--- src/rtl/cva6_region_attr_unit.sv ---
// Runtime-programmable region attribute unit: NrRules base/length/attr entries with a
// lockable config port and a one-stage valid/ready lookup pipeline.
module cva6_region_attr_unit #(
    parameter int unsigned                   AddrWidth   = 64,
    parameter int unsigned                   NrRules     = 4,
    parameter logic [NrRules*AddrWidth-1:0]  RstAddrBase = '0,
    parameter logic [NrRules*AddrWidth-1:0]  RstLength   = '0,
    parameter logic [NrRules*4-1:0]          RstAttr     = '0,
    parameter logic [2:0]                    DefaultAttr = 3'b000
) (
    input  logic                 clk_i,
    input  logic                 rst_ni,
    // config access
    input  logic                 cfg_req_i,
    input  logic                 cfg_we_i,
    input  logic [3:0]           cfg_idx_i,
    input  logic [1:0]           cfg_field_i,
    input  logic [AddrWidth-1:0] cfg_wdata_i,
    output logic                 cfg_rvalid_o,
    output logic [AddrWidth-1:0] cfg_rdata_o,
    output logic                 cfg_err_o,
    // lookup request
    input  logic                 lkp_valid_i,
    output logic                 lkp_ready_o,
    input  logic [AddrWidth-1:0] lkp_addr_i,
    // lookup result
    output logic                 lkp_valid_o,
    input  logic                 lkp_ready_i,
    output logic                 lkp_hit_o,
    output logic [3:0]           lkp_rule_o,
    output logic [2:0]           lkp_attr_o
);

    localparam logic [1:0] FieldBase = 2'd0;
    localparam logic [1:0] FieldLen  = 2'd1;
    localparam logic [1:0] FieldAttr = 2'd2;
    localparam logic [1:0] FieldRsvd = 2'd3;
    localparam int unsigned LockBit  = 3;

    logic [AddrWidth-1:0] base_q [NrRules];
    logic [AddrWidth-1:0] len_q  [NrRules];
    logic [3:0]           attr_q [NrRules];

    // ------------------------------------------------------------------
    // Config decode
    // ------------------------------------------------------------------
    logic                 idx_ok;
    logic                 sel_lock;
    logic [AddrWidth-1:0] sel_rdata;
    logic                 cfg_err;
    logic                 cfg_wr;
    logic [AddrWidth-1:0] cfg_rdata_d;

    always_comb begin
        idx_ok    = 1'b0;
        sel_lock  = 1'b0;
        sel_rdata = '0;
        for (int unsigned i = 0; i < NrRules; i++) begin
            if (cfg_idx_i == 4'(i)) begin
                idx_ok   = 1'b1;
                sel_lock = attr_q[i][LockBit];
                case (cfg_field_i)
                    FieldBase: sel_rdata = base_q[i];
                    FieldLen:  sel_rdata = len_q[i];
                    FieldAttr: sel_rdata = AddrWidth'(attr_q[i]);
                    default:   sel_rdata = '0;
                endcase
            end
        end
        // Lock only blocks writes; locked rules stay readable.
        cfg_err     = !idx_ok || (cfg_field_i == FieldRsvd) || (cfg_we_i && sel_lock);
        cfg_wr      = cfg_req_i && cfg_we_i && !cfg_err;
        cfg_rdata_d = (cfg_req_i && !cfg_we_i && !cfg_err) ? sel_rdata : '0;
    end

    // ------------------------------------------------------------------
    // Rule storage
    // ------------------------------------------------------------------
    always_ff @(posedge clk_i or negedge rst_ni) begin
        if (!rst_ni) begin
            for (int unsigned i = 0; i < NrRules; i++) begin
                base_q[i] <= RstAddrBase[i*AddrWidth +: AddrWidth];
                len_q[i]  <= RstLength[i*AddrWidth +: AddrWidth];
                attr_q[i] <= RstAttr[i*4 +: 4];
            end
        end else if (cfg_wr) begin
            for (int unsigned i = 0; i < NrRules; i++) begin
                if (cfg_idx_i == 4'(i)) begin
                    case (cfg_field_i)
                        FieldBase: base_q[i] <= cfg_wdata_i;
                        FieldLen:  len_q[i]  <= cfg_wdata_i;
                        FieldAttr: attr_q[i] <= cfg_wdata_i[3:0];
                        default:   ;
                    endcase
                end
            end
        end
    end

    // ------------------------------------------------------------------
    // Config response register
    // ------------------------------------------------------------------
    logic                 cfg_rvalid_q;
    logic                 cfg_err_q;
    logic [AddrWidth-1:0] cfg_rdata_q;

    always_ff @(posedge clk_i or negedge rst_ni) begin
        if (!rst_ni) begin
            cfg_rvalid_q <= 1'b0;
            cfg_err_q    <= 1'b0;
            cfg_rdata_q  <= '0;
        end else begin
            cfg_rvalid_q <= cfg_req_i;
            cfg_err_q    <= cfg_req_i && cfg_err;
            cfg_rdata_q  <= cfg_rdata_d;
        end
    end

    assign cfg_rvalid_o = cfg_rvalid_q;
    assign cfg_err_o    = cfg_err_q;
    assign cfg_rdata_o  = cfg_rdata_q;

    // ------------------------------------------------------------------
    // Address match
    // ------------------------------------------------------------------
    logic [NrRules-1:0] rule_match;
    logic               match_hit;
    logic [3:0]         match_rule;
    logic [2:0]         match_attr;

    // End address is one bit wider so regions touching the top of the space do not wrap.
    always_comb begin
        rule_match = '0;
        for (int unsigned i = 0; i < NrRules; i++) begin
            rule_match[i] = (len_q[i] != '0)
                         && (lkp_addr_i >= base_q[i])
                         && ({1'b0, lkp_addr_i} < ({1'b0, base_q[i]} + {1'b0, len_q[i]}));
        end
    end

    // Scan from the top so the lowest matching index is the last one written.
    always_comb begin
        match_hit  = 1'b0;
        match_rule = '0;
        match_attr = DefaultAttr;
        for (int i = int'(NrRules) - 1; i >= 0; i--) begin
            if (rule_match[i]) begin
                match_hit  = 1'b1;
                match_rule = 4'(i);
                match_attr = attr_q[i][2:0];
            end
        end
    end

    // ------------------------------------------------------------------
    // Lookup output register
    // ------------------------------------------------------------------
    logic       lkp_valid_q;
    logic       lkp_hit_q;
    logic [3:0] lkp_rule_q;
    logic [2:0] lkp_attr_q;
    logic       lkp_accept;

    assign lkp_ready_o = !lkp_valid_q || lkp_ready_i;
    assign lkp_accept  = lkp_valid_i && lkp_ready_o;

    always_ff @(posedge clk_i or negedge rst_ni) begin
        if (!rst_ni) begin
            lkp_valid_q <= 1'b0;
            lkp_hit_q   <= 1'b0;
            lkp_rule_q  <= '0;
            lkp_attr_q  <= DefaultAttr;
        end else begin
            if (lkp_ready_o) begin
                lkp_valid_q <= lkp_valid_i;
            end
            if (lkp_accept) begin
                lkp_hit_q  <= match_hit;
                lkp_rule_q <= match_rule;
                lkp_attr_q <= match_attr;
            end
        end
    end

    assign lkp_valid_o = lkp_valid_q;
    assign lkp_hit_o   = lkp_hit_q;
    assign lkp_rule_o  = lkp_rule_q;
    assign lkp_attr_o  = lkp_attr_q;

endmodule

--- config.mk ---
export PLATFORM = sky130hd
export DESIGN_NAME = cva6_region_attr_unit
export DESIGN_NICKNAME = d
export VERILOG_FILES = /design/src/rtl/cva6_region_attr_unit.sv
export SDC_FILE = /design/constraint.sdc
export NUM_CORES = 2
export LEC_CHECK = 0
export ABC_AREA = 1
export CAP_MARGIN = 20
export CORE_ASPECT_RATIO = 1.5
export CORE_UTILIZATION = 40
export DETAILED_ROUTE_END_ITERATION = 8
export GPL_ROUTABILITY_DRIVEN = 0
export PLACE_DENSITY = 0.64
export SLEW_MARGIN = 20
export SYNTH_ARGS = -nofsm -noshare
export SYNTH_HDL_FRONTEND = slang
export SYNTH_SLANG_ARGS = --single-unit
--- constraint.sdc ---
create_clock -name clk_i -period 5.4 [get_ports clk_i]
set_input_delay 1.08 -clock clk_i [delete_from_list [all_inputs] [get_ports clk_i]]
set_output_delay 1.08 -clock clk_i [all_outputs]
set_load 0.02 [all_outputs]
---- After elaboration in Yosys (flattened, before gate mapping) ----
Cells that the tools add are included.
operators by class
  $add $sub $neg .......................... 4
  magnitude comparators ................... 8
  equality and inequality tests ........... 6
  muxes and demuxes ....................... 29
  reduce and logical (&&, ||, !) cells .... 40
operator list
  kind                  number
  $pmux W64 S3          4
  $mux W64              5
  $add A64 B64 Y65      4
  $lt A64 B65 Y1        4
  $ge A64 B64 Y1        4
  $reduce_bool A64 Y1   4
  $reduce_and A3 Y1     12
  $logic_and A1 B1 Y1   15
  $mux W1               12
  $mux W3               4
  $mux W4               3
  $eq A4 B2 Y1 const B  2
  $eq A2 B2 Y1 const B  2
  $eq A4 B1 Y1 const B  1
  $logic_not A1 Y1      4
  $logic_not A4 Y1      1
  $logic_or A1 B1 Y1    3
  $eq A2 B1 Y1 const B  1
  $logic_not A2 Y1      1
  $mux W2               1
storage, ports and cells
  bits in registers ....................... 603
  bits of input ports ..................... 140
  output and inout port bits .............. 76
  word-level logic and storage cells ...... 106

---- Longest topological paths before layout ----
  depth after elaboration ................. 11
  depth in mapped cells ................... 39
  gate-level depth less buffers ........... 39

---- Worst setup path before layout ----
OpenSTA, ideal clock, no wires.
  path type ............................... reg-to-reg
  start point ............................. register base_q[0] (netlist name)
  end point ............................... register lkp_attr_q[0], in the netlist lkp_attr_o[0]
  setup time .............................. 65 ps
  arrival ................................. 3907 ps
  data required time ...................... 5335 ps
  slack ................................... 1429 ps
  stages on the path, launching flop included .. 34
  buffers on the path ..................... 0
  period minus slack after synthesis ...... 3971 ps
  cell sequence ........................... dfrtp_1 > ha_1 > inv_1 > fa_1 > o21ai_2 > nand2_1 > nand2_1 > nand2_1 > nand2_1 > a21oi_1 > o21ai_0 > nand3_1 > o311ai_0 > nand3_1 > o211ai_1 > xnor2_1 > ha_1 > a21oi_1 > o21ai_0 > nand2_1 > o211ai_1 > a31oi_1 > nand2_1 > nand2_1 > nand2_1 > nand2_1 > nand2_1 > a21oi_2 > nand3_1 > nand2_1 > nand2_1 > nand2_1 > nand2_1 > nand2_1
between the ends
  cells in the longest elaborated chain, start to end .. 7
  elaborated cells between the ends (all ways) .. 9
  those cells by class .................... add/sub: 1; order compare: 2; mux: 4; reduce/logical: 2
ends and longest elaborated chain
  what                                                   RTL line  source
  start: declaration                                     40        logic [AddrWidth-1:0] base_q [NrRules];
  start signal: indexed assignment                       82        base_q[i] <= RstAddrBase[i*AddrWidth +: AddrWidth];
  start signal: indexed assignment                       90        FieldBase: base_q[i] <= cfg_wdata_i;
  $add A64 B64 Y65 or $ge A64 B64 Y1 (tied branches)     137, 136
  $lt A64 B65 Y1 or $logic_and A1 B1 Y1 (tied branches)  137, 136
  $logic_and A1 B1 Y1 (*)                                137       && ({1'b0, lkp_addr_i} < ({1'b0, base_q[i]} + {1'b0, len_q[i]}));
  $mux W3 (*) (4 in series)                              147       if (rule_match[i]) begin
  end signal: assignment                                 172       lkp_attr_q <= DefaultAttr;
  end signal: assignment                                 180       lkp_attr_q <= match_attr;
  end: declaration                                       161       logic [2:0] lkp_attr_q;
Mark *: on every way between the ends. The rest lies on a longest branch, timed or not.
A chain may end at the register's enable or synchronous reset.

---- Worst setup path in the final report ----
  start point ............................. register base_q[192] (netlist name)
  end point ............................... register lkp_attr_q[0], in the netlist lkp_attr_o[0]
between the ends
  cells in the longest elaborated chain, start to end .. 4
  elaborated cells between the ends (all ways) .. 6
  those cells by class .................... add/sub: 1; order compare: 2; mux: 1; reduce/logical: 2
ends and longest elaborated chain
  what                                                   RTL line
  $add A64 B64 Y65 or $ge A64 B64 Y1 (tied branches)     137, 136
  $lt A64 B65 Y1 or $logic_and A1 B1 Y1 (tied branches)  137, 136
  $logic_and A1 B1 Y1 (*)                                137
  $mux W3 (*)                                            147
Marks and branches as above.

==> run_results.csv <==
group,metric,value,unit
grt,grt_start_max_net_pins,104,
power,clk_pwr_share,0.407,
routing,wl_met3,28400,microns
routing,routed_vias,58000,
clock_tree,cts.hold.buffers_added,0,
cells_and_area,post_route_cells_drive_above_1_share,0.0470,
power,power_switching,3670,uW
synth,yosys.cell_types.count,58,
critical_path,crit_buf_inv,3,
floorplanning,die_h,450,microns
cells_and_area,most_common_library_cell_in_the_layout_ignoring_fill_and_taps,"sky130_fd_sc_hd__nand2_1",
clock_tree,cts_tree,"built",
sta,final.min_clock_period,5.29,ns
clock_tree,root_buffer,"sky130_fd_sc_hd__clkbuf_16",
grt,wire_length_of_the_first_global_routing_pass,380000,microns
critical_path,timing.critical_path.mode_cell,"sky130_fd_sc_hd__nand2_1",
grt,grt_antenna_before_repair,13,
critical_path,crit_arrival,5.91,ns
floorplanning,std_cell_rows,164,
routing,totalWireLength,264000,microns
synth,synthCells,7356,
clock_tree,clk_latency,0.71,ns
sta,max_slew.worst_pin.slew,1.31,ns
outcome,status,"complete, but fails checks",
synth,syn_avg_cell_area,7.27,sq um
sta,slew_viol_final,0,
critical_path,startpoint_type,"register",
placement,port-buffer-count,213,
floorplanning,start_util,0.402,
synth,synth.area.top_cells,"sky130_fd_sc_hd__dfrtp_1 (28%), sky130_fd_sc_hd__ha_1 (18%), sky130_fd_sc_hd__nand2_1 (11%), sky130_fd_sc_hd__inv_1 (6.2%), sky130_fd_sc_hd__a21oi_1 (6.0%)",
synth,synth-edff-count,0,
clock_tree,clock_slew_at_reported_path_ffs,0.06,ns
routing,routed_wire_length_per_instance,28.2,microns
sta,setup-violations-final,0,
synth,synth_seq_area_share,0.281,
critical_path,critical-path-top-delay-family,"simple AND/OR/NAND/NOR gates",
floorplanning,dieWidth,301,microns
grt,total_grt_overflow,0,
synth,synthFlopType,"sky130_fd_sc_hd__dfrtp_1",
critical_path,critical_path.max_stage_delay,0.42,ns
clock_tree,clkSinkCount,601,
sta,post_route_clock_period_utilization,0.979,
cells_and_area,synthToLayoutAreaGrowth,13.1,%
routing,detail_route.wirelength.met1,85700,microns
floorplanning,die_area,135000,sq um
synth,synth_top_area_frac,0.281,
cells_and_area,layout.nets,8480,
routing,final_antenna_net_count,0,
grt,first_global_vias,56300,
cells_and_area,mostFrequentLayoutCells,"sky130_fd_sc_hd__nand2_1 (1613), sky130_fd_sc_hd__inv_1 (878), sky130_fd_sc_hd__ha_1 (757), sky130_fd_sc_hd__a21oi_1 (629), sky130_fd_sc_hd__dfrtp_1 (601)",
synth,synth-warning-count,0,
grt,track_usage,0.386,
critical_path,maximum_net_fanout_on_the_critical_path,5,
clock_tree,cts-buffers-inserted,61,
power,power_leakage,0.0277,uW
cells_and_area,layout.core_utilization,0.455,
power,power.share.sequential,0.408,
worst_hold_path,hp-class,"reg -> reg",
power,switching_share,0.317,
placement,place.detailed.hpwl,200000,microns
routing,drt-pass1-iter-count,9,
critical_path,setup.reg_to_reg.worst_slack,0.11,ns
sta,hold_ws,0.489,ns
power,cellPowerDensity,191,nW/um^2
clock_tree,cts-htree-levels,2,
routing,detailroute.wirelength.met2,118000,microns
routing,drt_iter0_drc,6702,
synth,ys_async_sr_fraction,1.00,
power,p_comb_frac,0.184,
flow_run,maxCapViolations,0,
critical_path,critical_path_required,6.02,ns
synth,largest_area_contributor_in_the_synthesized_netlist,"sky130_fd_sc_hd__dfrtp_1",
floorplanning,floorplan.io_pins,216,
outcome,failed_checks,"design-rule violations",
sta,timing.setup.tns,0,ns
power,vdd_ir_drop_max,0.000282,V
sta,upper_clock_frequency_limit,189,MHz
routing,highest-signal-layer,"met5",
power,power_report.internal_total,7900,uW
sta,timing_hold_violations_final,0,
clock_tree,clock_path_buffers,3,
synth,synth.ff_latch_count,601,
floorplanning,core-area,133000,sq um
routing,dr_drc_count,9,
routing,drt-vias-per-instance,6.18,
critical_path,endpoint_kind,"register",
sta,timing.slew.headroom,0.122,
sta,fin_skew,0.0289,ns
critical_path,timing.setup.critical_path_class,"reg -> reg",
critical_path,critical_path.slowest_cell,"sky130_fd_sc_hd__dfrtp_1",
synth,synthesis.area,53500,sq um
sta,rsz0062_at_grt,"no",
==> power by group through the flow <==
stage                     logic [uW]  registers [uW]  clock network (uW)
after detailed placement        2010            4800                   0
after global placement          1970            4800                   0
after global routing            2290            4730                4870
after CTS                       2020            4720                4720
final                           2130            4720                4710
after floorplan                 1030            4760                   0
==> sequential cells by signal, indices dropped and copies added, names as in the netlist <==
register / count
cfg_rdata_o: 64
cfg_rvalid_o: 1
len_q: 256
lkp_rule_o: 2
lkp_attr_o: 3
attr_q: 16
base_q: 256
lkp_valid_o: 1
lkp_hit_o: 1
cfg_err_o: 1
==> final cells by class <==
| cell class | instances | area [sq um] |
|---|---|---|
| repair buffers | 367 | 3510 |
| fillers | 13500 | 72500 |
| multi-input cells | 5651 | 34300 |
| well taps | 1743 | 2180 |
| clock inverters | 33 | 449 |
| diodes | 13 | 32.5 |
| clock buffers | 76 | 1660 |
| flip-flops and latches | 601 | 15000 |
| inverters | 890 | 3350 |
==> cells by family (layout without fill, tap and decap cells) <==
logic type	after synthesis	count (layout)	synth area share
fa+ha+maj	768	768	0.180
simple gates	2577	2577	0.196
other cells	1	15	0.0000701
xor+xnor	245	245	0.0401
buf+inv	1105	1366	0.0831
flops	601	601	0.281
compound gates	2059	2059	0.219
==> routing by layer <==
layer  track usage  vias to the layer above
met5             0                        -
met4         0.367                        6
met3         0.115                     1449
met2         0.614                     3908
met1         0.405                    26900
li1              -                    25700
==> stage by stage <==
| step | cells | power [uW] | setup WS (ns) | area (sq um) |
|---|---|---|---|---|
| floorplan | 7357 | 5780 | 1.43 | 53500 |
| global placement | 9248 | 6770 | 0.295 | 58100 |
| detailed placement | 9248 | 6810 | 0.304 | 58100 |
| CTS | 9357 | 11500 | 0.272 | 60300 |
| global route | 9362 | 11900 | 0.000914 | 60500 |
| finish | 9374 | 11600 | 0.113 | 60500 |
==> final timing paths <==
path,from,cells after the start,endpoint
setup reg to reg,base_q[192]$_DFFE_PN0P_,28,lkp_attr_o[0]$_DFFE_PN0P_
hold reg to reg,attr_q[12]$_DFFE_PN0P_,2,attr_q[12]$_DFFE_PN0P_
min in group asynchronous,rst_ni,1,cfg_rdata_o[61]$_DFF_PN0_
hold / removal,attr_q[12]$_DFFE_PN0P_,2,attr_q[12]$_DFFE_PN0P_
max in group asynchronous,rst_ni,2,cfg_rdata_o[36]$_DFF_PN0_
setup / recovery,base_q[192]$_DFFE_PN0P_,28,lkp_attr_o[0]$_DFFE_PN0P_
==> Yosys cell counts (all sizes together), types with 3 or more instances <==
library cell	instances
o2111ai	17
o221a	4
dfrtp	601
nor2	540
or3	8
o211ai	36
fa	4
a211oi	32
nand4	82
xor2	100
nand3	145
o21a	54
and3	10
nor3	70
a2bb2oi	24
a41oi	4
o311ai	3
inv	889
a21boi	10
o22ai	69
a21oi	646
nand3b	6
a21o	44
o21ai	885
o221ai	16
buf	128
a221oi	104
xnor2	145
nor4	78
a31oi	83
clkbuf	87
ha	764
nand2	1634
o21bai	17
o31ai	6
==> worst min-delay path, stage by stage, from the launching register on <==
cell and delay (ns):
sky130_fd_sc_hd__dfrtp_1 0.34, sky130_fd_sc_hd__nand2_1 0.05, sky130_fd_sc_hd__o21ai_0 0.06
==> repair_timing <==
item,in CTS,in global routing
setup endpoints to repair,0,6
gates resized for setup,0,31
setup buffers,0,2
Note: power is estimated with default switching activity, not from simulation.
==> RTL change: new RTL, same settings <==
`AddrWidth`: 64 -> 32.
--- a/src/rtl/cva6_region_attr_unit.sv
+++ b/src/rtl/cva6_region_attr_unit.sv
@@ -3,3 +3,3 @@
 module cva6_region_attr_unit #(
-    parameter int unsigned                   AddrWidth   = 64,
+    parameter int unsigned                   AddrWidth   = 32,
     parameter int unsigned                   NrRules     = 4,
Ports: changed (resized cfg_rdata_o, cfg_wdata_i and lkp_addr_i); port bits go from 216 to 120. The function was not compared with the original's and may differ.
==> RTL change against the original RTL <==
Synthesized area down 50%. Count of clock-buffer cells in the layout is 27 lower. First-iteration DRC count fell by 71%. Setup slack improved by 0.43 ns. Routed wire length is 64% lower. Cell area down 51%. Utilization shrank 0.077 points. Clock power down 44%. Total power down 47%. Die area down 50%. Global-route usage decreased by 10 points. Sequential cell count shrank 288. Via count is 56% lower. Highest routed layer is now met4.
==> RTL change: results (changes against the original RTL) <==
[metrics] total wire length: 95500 um (-64%)
[metrics] switching pwr: 0.00182 W (-50%)
[metrics] clk_lat worst skew: 0.58 ns (-0.13 ns)
[metrics] register area share after synthesis: 29.5% (+1.4 points)
[metrics] launch point of the critical path: base_q[32]
[metrics] Data arrival, critical path: 5.31 ns (-0.60 ns)
[metrics] diode count: 0 (-13)
[metrics] worst hold margin: 0.493 ns (+0.00417 ns)
[metrics] endpoint of the worst-slack reg-to-reg timing path: lkp_attr_o[1]
[metrics] count of distinct cell types in the synthesized netlist: 52 (-10%)
[metrics] status: finished, final reports clean
[metrics] Pleak: 14.1 nW (-49%)
[metrics] worst voltage drop across the vdd grid: 179 uV (-37%)
[metrics] initial antenna violation count: 0 (-13)
[metrics] number of port buffers: 117 (-45%)
[metrics] pre-CTS worst setup slack: 0.0948 ns (-0.209 ns)
[metrics] detailed-routing wirelength on met1: 36800 um (-57%)
[metrics] Final Net Count: 4126 (-51%)
[metrics] met1 track demand over resource in global routing: 33.1% (-7.5 points)
[metrics] First DRT Iteration DRCs: 1921 (-71%)
[metrics] gr usage total: 28.4% (-10 points)
[metrics] depth of the worst register-to-register path: 25 (-11%)
[metrics] maximum number of pins on one net before global-route repair: 100 (-3.8%)
[metrics] uppermost metal layer occupied by signal nets: met4
[metrics] first-pass GRT wire length: 146000 um (-61%)
[metrics] leading cell types by count after synthesis: nand2_1, inv_1, ha_1, dfrtp_1, o21ai_1
[RTL change: how the worst max path moves through the flow]
stage / endpoint / slack, ns
final: lkp_attr_o[1] / 0.54
after global routing: lkp_rule_o[1] / 0.22
after CTS: lkp_attr_o[1] / 0.64
after detailed placement: lkp_rule_o[1] / 0.09
after global placement: lkp_attr_o[0] / 0.16
after floorplan: lkp_attr_o[0] / 1.60
[RTL change: per-stage QoR]
stage               instance area [um^2]  cells  total power (W)
finish                             29800   4569          0.00609
global route                       29800   4569          0.00631
CTS                                29800   4569          0.00613
detailed placement                 28600   4505          0.00348
global placement                   28600   4505          0.00346
floorplan                          26600   3565          0.00302
[RTL change: cell type report]
type / instances / area [um^2]
Multi-Input combinational cell: 2760 / 16600
Fill cell: 6742 / 35800
Tap cell: 877 / 1100
Sequential cell: 313 / 7830
Inverter: 393 / 1480
Clock inverter: 15 / 176
Clock buffer: 49 / 1060
Timing Repair Buffer: 162 / 1560
[RTL change: cell families after synthesis]
group | after synthesis | synth area share [%]
AND/OR/NAND/NOR | 1370 | 21.5
AO/OA/AOI/OAI | 892 | 19.0
buffers and inverters | 492 | 8.12
adder cells (fa/ha/maj) | 384 | 18.2
flip-flops | 313 | 29.5
XOR/XNOR | 112 | 3.69
other | 1 | 0.0141
[RTL change: power groups by stage]
| stage | clock (W) | sequential [W] | combinational (W) |
|---|---|---|---|
| after floorplan | 0 | 0.00249 | 0.000530 |
| after global placement | 0 | 0.00250 | 0.000960 |
| after detailed placement | 0 | 0.00250 | 0.000974 |
| after CTS | 0.00269 | 0.00246 | 0.000980 |
| after global routing | 0.00275 | 0.00247 | 0.00110 |
| final | 0.00264 | 0.00246 | 0.000984 |
